## src/rtl/reg_file_18.sv

```systemverilog
// rtl/reg_file_18.sv - DEPTH x WIDTH register file, two combinational read ports, sequential bulk clear; optional forwarding via REG_FILE_BYPASS_EN
module reg_file_18 #(
  parameter int WIDTH  = 18,
  parameter int DEPTH  = 16,
  parameter int ADDR_W = 4
) (
  input  logic              CLK,
  input  logic              rst_n,
  input  logic              wr_en,
  input  logic [ADDR_W-1:0] wr_addr,
  input  logic [WIDTH-1:0]  wr_data,
  input  logic [ADDR_W-1:0] rd_addr_a,
  output logic [WIDTH-1:0]  rd_data_a,
  input  logic [ADDR_W-1:0] rd_addr_b,
  output logic [WIDTH-1:0]  rd_data_b,
  input  logic              clear,
  output logic              busy,
  output logic              wr_err
);

  localparam logic [0:0] S_IDLE = 1'b0;
  localparam logic [0:0] S_WIPE = 1'b1;

  // Extra bit so DEPTH itself is representable when DEPTH == 2^ADDR_W.
  localparam logic [ADDR_W:0]   DEPTH_W  = (ADDR_W+1)'(DEPTH);
  localparam logic [ADDR_W-1:0] LAST_IDX = ADDR_W'(DEPTH-1);

  logic [WIDTH-1:0]  r_mem [DEPTH];
  logic [0:0]        r_state;
  logic [ADDR_W-1:0] r_idx;
  logic              r_wr_err;

  logic              w_wr_ok;
  logic [WIDTH-1:0]  w_rd_a;
  logic [WIDTH-1:0]  w_rd_b;

  // A write lands only when idle and in range; everything else is a rejection.
  assign w_wr_ok = wr_en && (r_state == S_IDLE) && ({1'b0, wr_addr} < DEPTH_W);

  // Wipe sequencer: one entry per cycle, terminates on the last valid index.
  always_ff @(posedge CLK or negedge rst_n) begin
    if (!rst_n) begin
      r_state <= S_IDLE;
      r_idx   <= '0;
    end else begin
      case (r_state)
        S_IDLE: begin
          if (clear) begin
            r_state <= S_WIPE;
            r_idx   <= '0;
          end
        end
        default: begin
          if (r_idx == LAST_IDX) begin
            r_state <= S_IDLE;
            r_idx   <= '0;
          end else begin
            r_idx <= r_idx + 1'b1;
          end
        end
      endcase
    end
  end

  // Storage array: wipe has priority, writes are already blocked while wiping.
  always_ff @(posedge CLK or negedge rst_n) begin
    if (!rst_n) begin
      for (int i = 0; i < DEPTH; i++) begin
        r_mem[i] <= '0;
      end
    end else begin
      if (r_state == S_WIPE) begin
        r_mem[r_idx] <= '0;
      end else if (w_wr_ok) begin
        r_mem[wr_addr] <= wr_data;
      end
    end
  end

  // Rejection flag lasts exactly the cycle after the offending edge.
  always_ff @(posedge CLK or negedge rst_n) begin
    if (!rst_n) begin
      r_wr_err <= 1'b0;
    end else begin
      r_wr_err <= wr_en && !w_wr_ok;
    end
  end

  // Read port A: out-of-range addresses read zero; optional write-first forward.
  always_comb begin
    w_rd_a = '0;
    if ({1'b0, rd_addr_a} < DEPTH_W) begin
      w_rd_a = r_mem[rd_addr_a];
    end
`ifdef REG_FILE_BYPASS_EN
    if (w_wr_ok && (wr_addr == rd_addr_a)) begin
      w_rd_a = wr_data;
    end
`endif
  end

  // Read port B: same behaviour as port A, fully independent.
  always_comb begin
    w_rd_b = '0;
    if ({1'b0, rd_addr_b} < DEPTH_W) begin
      w_rd_b = r_mem[rd_addr_b];
    end
`ifdef REG_FILE_BYPASS_EN
    if (w_wr_ok && (wr_addr == rd_addr_b)) begin
      w_rd_b = wr_data;
    end
`endif
  end

  assign rd_data_a = w_rd_a;
  assign rd_data_b = w_rd_b;
  assign busy      = (r_state == S_WIPE);
  assign wr_err    = r_wr_err;

endmodule

```

## config.mk

```make
export PLATFORM = sky130hd
export DESIGN_NAME = reg_file_18
export DESIGN_NICKNAME = d
export VERILOG_FILES = /design/src/rtl/reg_file_18.sv
export SDC_FILE = /design/constraint.sdc
export NUM_CORES = 1
export LEC_CHECK = 0
export ABC_AREA = 0
export BUFFER_PORTS_ARGS = -buffer_cell sky130_fd_sc_hd__buf_2
export CORE_MARGIN = 2
export CORE_UTILIZATION = 55
export CTS_CLUSTER_SIZE = 28
export DETAILED_ROUTE_END_ITERATION = 6
export HOLD_SLACK_MARGIN = 0.02
export MAX_ROUTING_LAYER = met4
export PLACE_DENSITY = 0.72
export SYNTH_ARGS = -nofsm -noshare
export SYNTH_HDL_FRONTEND = slang
export SYNTH_SLANG_ARGS = --single-unit
export TNS_END_PERCENT = 30
```

## constraint.sdc

```tcl
create_clock -name CLK -period 4.2 [get_ports CLK]
set_input_delay 0.84 -clock CLK [delete_from_list [all_inputs] [get_ports CLK]]
set_output_delay 0.84 -clock CLK [all_outputs]
set_load 0.1 [all_outputs]
```

Word-level counts from Yosys, hierarchy flattened
Index checks and enable logic that the tools add are counted.

operators by class
  add/subtract/negate cells = 1
  $lt $le $gt $ge = 6
  equal/unequal tests = 1
  muxes and demuxes = 19
  bitwise gates (word level) = 7
  reduce and logical (&&, ||, !) cells = 7

operators with widths
  operator                                                               number
  288-bit 2-to-1 mux                                                     2
  288-bit AND                                                            1
  288-bit bitwise mux                                                    1
  288-bit inverter                                                       1
  18-bit binary-select mux with 4-bit select                             2
  18-bit demux with 4-bit select                                         2
  18-bit 2-to-1 mux                                                      6
  5-bit >= comparator (second input constant)                            4
  4-bit inverter with 5-bit output                                       4
  4-bit 2-to-1 mux                                                       3
  5-bit by 1-bit < comparator with 1-bit output (second input constant)  2
  4-bit by 1-bit adder with 4-bit output (second input constant)         1
  4-bit == test (second input constant)                                  1
  1-bit logical AND                                                      4
  2-bit nonzero test                                                     2
  1-bit 2-to-1 mux                                                       3
  1-bit zero test                                                        1
  1-bit inverter                                                         1

word-level totals
  register bits after elaboration = 294
  bits of input ports = 34
  output and inout port bits = 38
  logic and storage cells = 60

Logic depth before layout (Yosys ltp)
  depth in word-level cells = 8
  depth in mapped cells = 7
  mapped depth without buffers = 6

Worst setup path after synthesis
Ideal clock, no wire load.

  path kind = input port to output port
  from = input rd_addr_a[0]
  to = output rd_data_a[10]
  arrival = 2.706 ns
  data required time = 3.360 ns
  path slack = 0.654 ns
  stages on the path = 5
  path buffers = 2
  cells stage by stage = clkbuf_1 buf_2 mux4_2 a22oi_1 nand2_1

between the ends
  longest elaborated chain between the ends = 4

ends and longest elaborated chain
  element                                                 line  source
  start: declaration                                      12    input logic [ADDR_W-1:0] rd_addr_a,
  4-bit inverter with 5-bit output (not written as such)  93    w_rd_a = r_mem[rd_addr_a];
  18-bit binary-select mux with 4-bit select              93
  18-bit 2-to-1 mux (not written as such) (2 in a row)    93
  end: declaration                                        13    output logic [WIDTH-1:0] rd_data_a,

No other way between the ends. The select of a mux whose other input is x is not followed.

Worst setup path in the final report
  from = input rd_addr_a[0]
  to = output rd_data_a[6]

The elaborated chain is that of the path after synthesis.

==> reports/metrics.csv <==
metric;value;unit
tightest_slew;1.26;ns
synth_cells;1645;
yosysTopAreaCell;dfrtp_1;
synth_area;0.0160;sq mm
drc;0;
ctsResizeCount;0;
min_path_type;in -> async;
r2r-start;busy$_DFF_PN0_;
antenna_found_initial;2;
synthFlopType;dfrtp_1;
p_total;0.0124;W
outcome;completed;
start_kind;input port;
dp_slack;0.528;ns
syn_avg_cell_area;9.75;sq um
clock_latency;0.58;ns
synthArstFlopShare;100;%
grt_max_degree;106;
grt.total_usage;34.0;%
ys_ff_latch;294;
power_density;693;mW/mm^2
wl_per_cell;24.2;um
arrival;2.88;ns
core_area;0.0287;sq mm
initial_core_util;55.9;%
finalNonFillerCells;2039;
yosysWarningCount;0;
viasPerCell;6.62;
max_freq;269;MHz
maxCapViolations;0;
drtPass1Iterations;6;
rrSetupSlack;1.42;ns
cts_sinks;294;
placed_cells;1983;
die-area;0.0305;sq mm
period_share;88.5;%
synth.most_common_cell;nand2_1;
ys_top_cells_by_count;nand2_1 (625), dfrtp_1 (294), o21ai_0 (235), mux4_2 (144), clkbuf_1 (116);
ys_seq_area_share;45.9;%
max_slew_margin;15.9;%
ioPinCount;72;
cts-root-buf;clkbuf_16;
p_leak;7.68;nW
synth_nets;1685;
port_buffers;71;
grt_overflow;0;
die_y;175;um
cts_max_level;1;
cts-buffers-inserted;31;
rsz0062_at_grt;false;
rr_endpoint;r_mem[107]$_DFFE_PN0P_;
fin_worst_skew;0.0231;ns
postCtsSetupBuffers;0;
worst_ep_required_time;3.36;ns
crit_path_start;rd_addr_a[0];
drt_iter0_markers;1729;
area_growth;11.4;%
hpwl;30500;um
n_fill_cell;2307;
die_w;175;um
grt_pass1_vias;13200;
setup_ws;0.482;ns
synth-edff-count;0;
ctsHoldBuffers;0;
final_util;62.2;%
drive_gt1_share;18.9;%
slew_violations;0;
clockBufferDepth;3;
rr_worst_depth;4;
finalSetupViolations;0;
rows;62;
cts_tree;yes;
ys_types;37;
layout.nets;1672;
ant_nets;0;
period_needed;3.72;ns
endpoint_kind;output port;
path_class;in -> out;
tns;0;ns
path_max_fanout;20;
drt-total-wl;49400;um
hold_viol;0;
synth_top_area_share;45.9;%
clkTransAtPathRegs;0.05;ns
vias;13500;
irDropWorstVdd;0.000417;V
grt_pass1_wl;76800;um
gp_congestion;0.892;
synth.area.top_cells;dfrtp_1 (46%), mux4_2 (20%), nand2_1 (15%);
==> state kept, by name (all words and copies together), names as in the netlist <==
register	flops
wr_err	1
busy	1
r_mem	288
r_idx	4
==> stage by stage <==
stage | instance area (sq um) | hold slack [ns]
after floorplan | 16000 | 0.480
after global placement | 16900 | 0.498
after detailed placement | 16900 | 0.512
after CTS | 17900 | 0.361
after global routing | 17900 | 0.372
final | 17900 | 0.295
==> worst max-delay path by stage <==
stage	end	slack [ns]	cells after the start
finish	rd_data_a[6]	0.48	6
global route	rd_data_a[6]	0.43	6
CTS	rd_data_a[6]	0.52	6
detailed placement	rd_data_a[6]	0.53	6
global placement	rd_data_a[6]	0.52	6
floorplan	rd_data_a[10]	0.65	5
==> layer usage <==
metal	track usage [%]	up-vias	wire [um]
li1	-	5712	-
met3	6.35	224	5420
met4	17.0	0	2680
met1	44.9	6601	18300
met2	51.3	968	23000
met5	-	-	0
==> report_power, final <==
part / internal, W / switching, W
Clock: 0.00155 / 0.00114
Combinational: 0.00181 / 0.00285
Sequential: 0.00402 / 0.00100
==> worst max-delay path: stages <==
cell and delay, ns:
buf_4 0.37, buf_12 0.27, mux4_2 0.52, a22oi_1 0.35, nand2_1 0.16, buf_2 0.33
==> layout make-up <==
type / instances / area [sq um] / area share [%]
Tap cell: 384 / 480 / 2.69
Multi-Input combinational cell: 1193 / 8080 / 45.2
Inverter: 3 / 11.3 / 0.0630
Antenna cell: 3 / 7.51 / 0.0420
Clock inverter: 6 / 61.3 / 0.343
Timing Repair Buffer: 109 / 956 / 5.35
Clock buffer: 47 / 916 / 5.13
Sequential cell: 294 / 7360 / 41.2
==> kinds of logic after synthesis <==
logic type	count (synthesis)	share of synthesized area, %
xor+xnor	1	0.0546
mux	144	20.2
fa+ha+maj	6	0.468
compound gates	332	11.6
simple gates	710	17.8
flops	294	45.9
buf+inv	158	4.02
==> layout by cell type (no fill, tap or decap), types with 3 or more instances in the layout <==
| cell type | count |
|---|---|
| and2_1 | 6 |
| clkbuf_8 | 8 |
| clkbuf_1 | 8 |
| buf_2 | 53 |
| nor2b_1 | 9 |
| nand2_1 | 625 |
| o21ai_1 | 18 |
| inv_1 | 3 |
| clkbuf_16 | 31 |
| o21ai_0 | 235 |
| nor2_2 | 7 |
| dfrtp_1 | 294 |
| diode_2 | 3 |
| buf_4 | 34 |
| nand3_1 | 44 |
| clkinv_2 | 3 |
| ha_1 | 6 |
| buf_12 | 21 |
| a22oi_1 | 72 |
| mux4_2 | 144 |
| nor3_4 | 3 |
No activity file was read; power rests on OpenSTA's default activity.
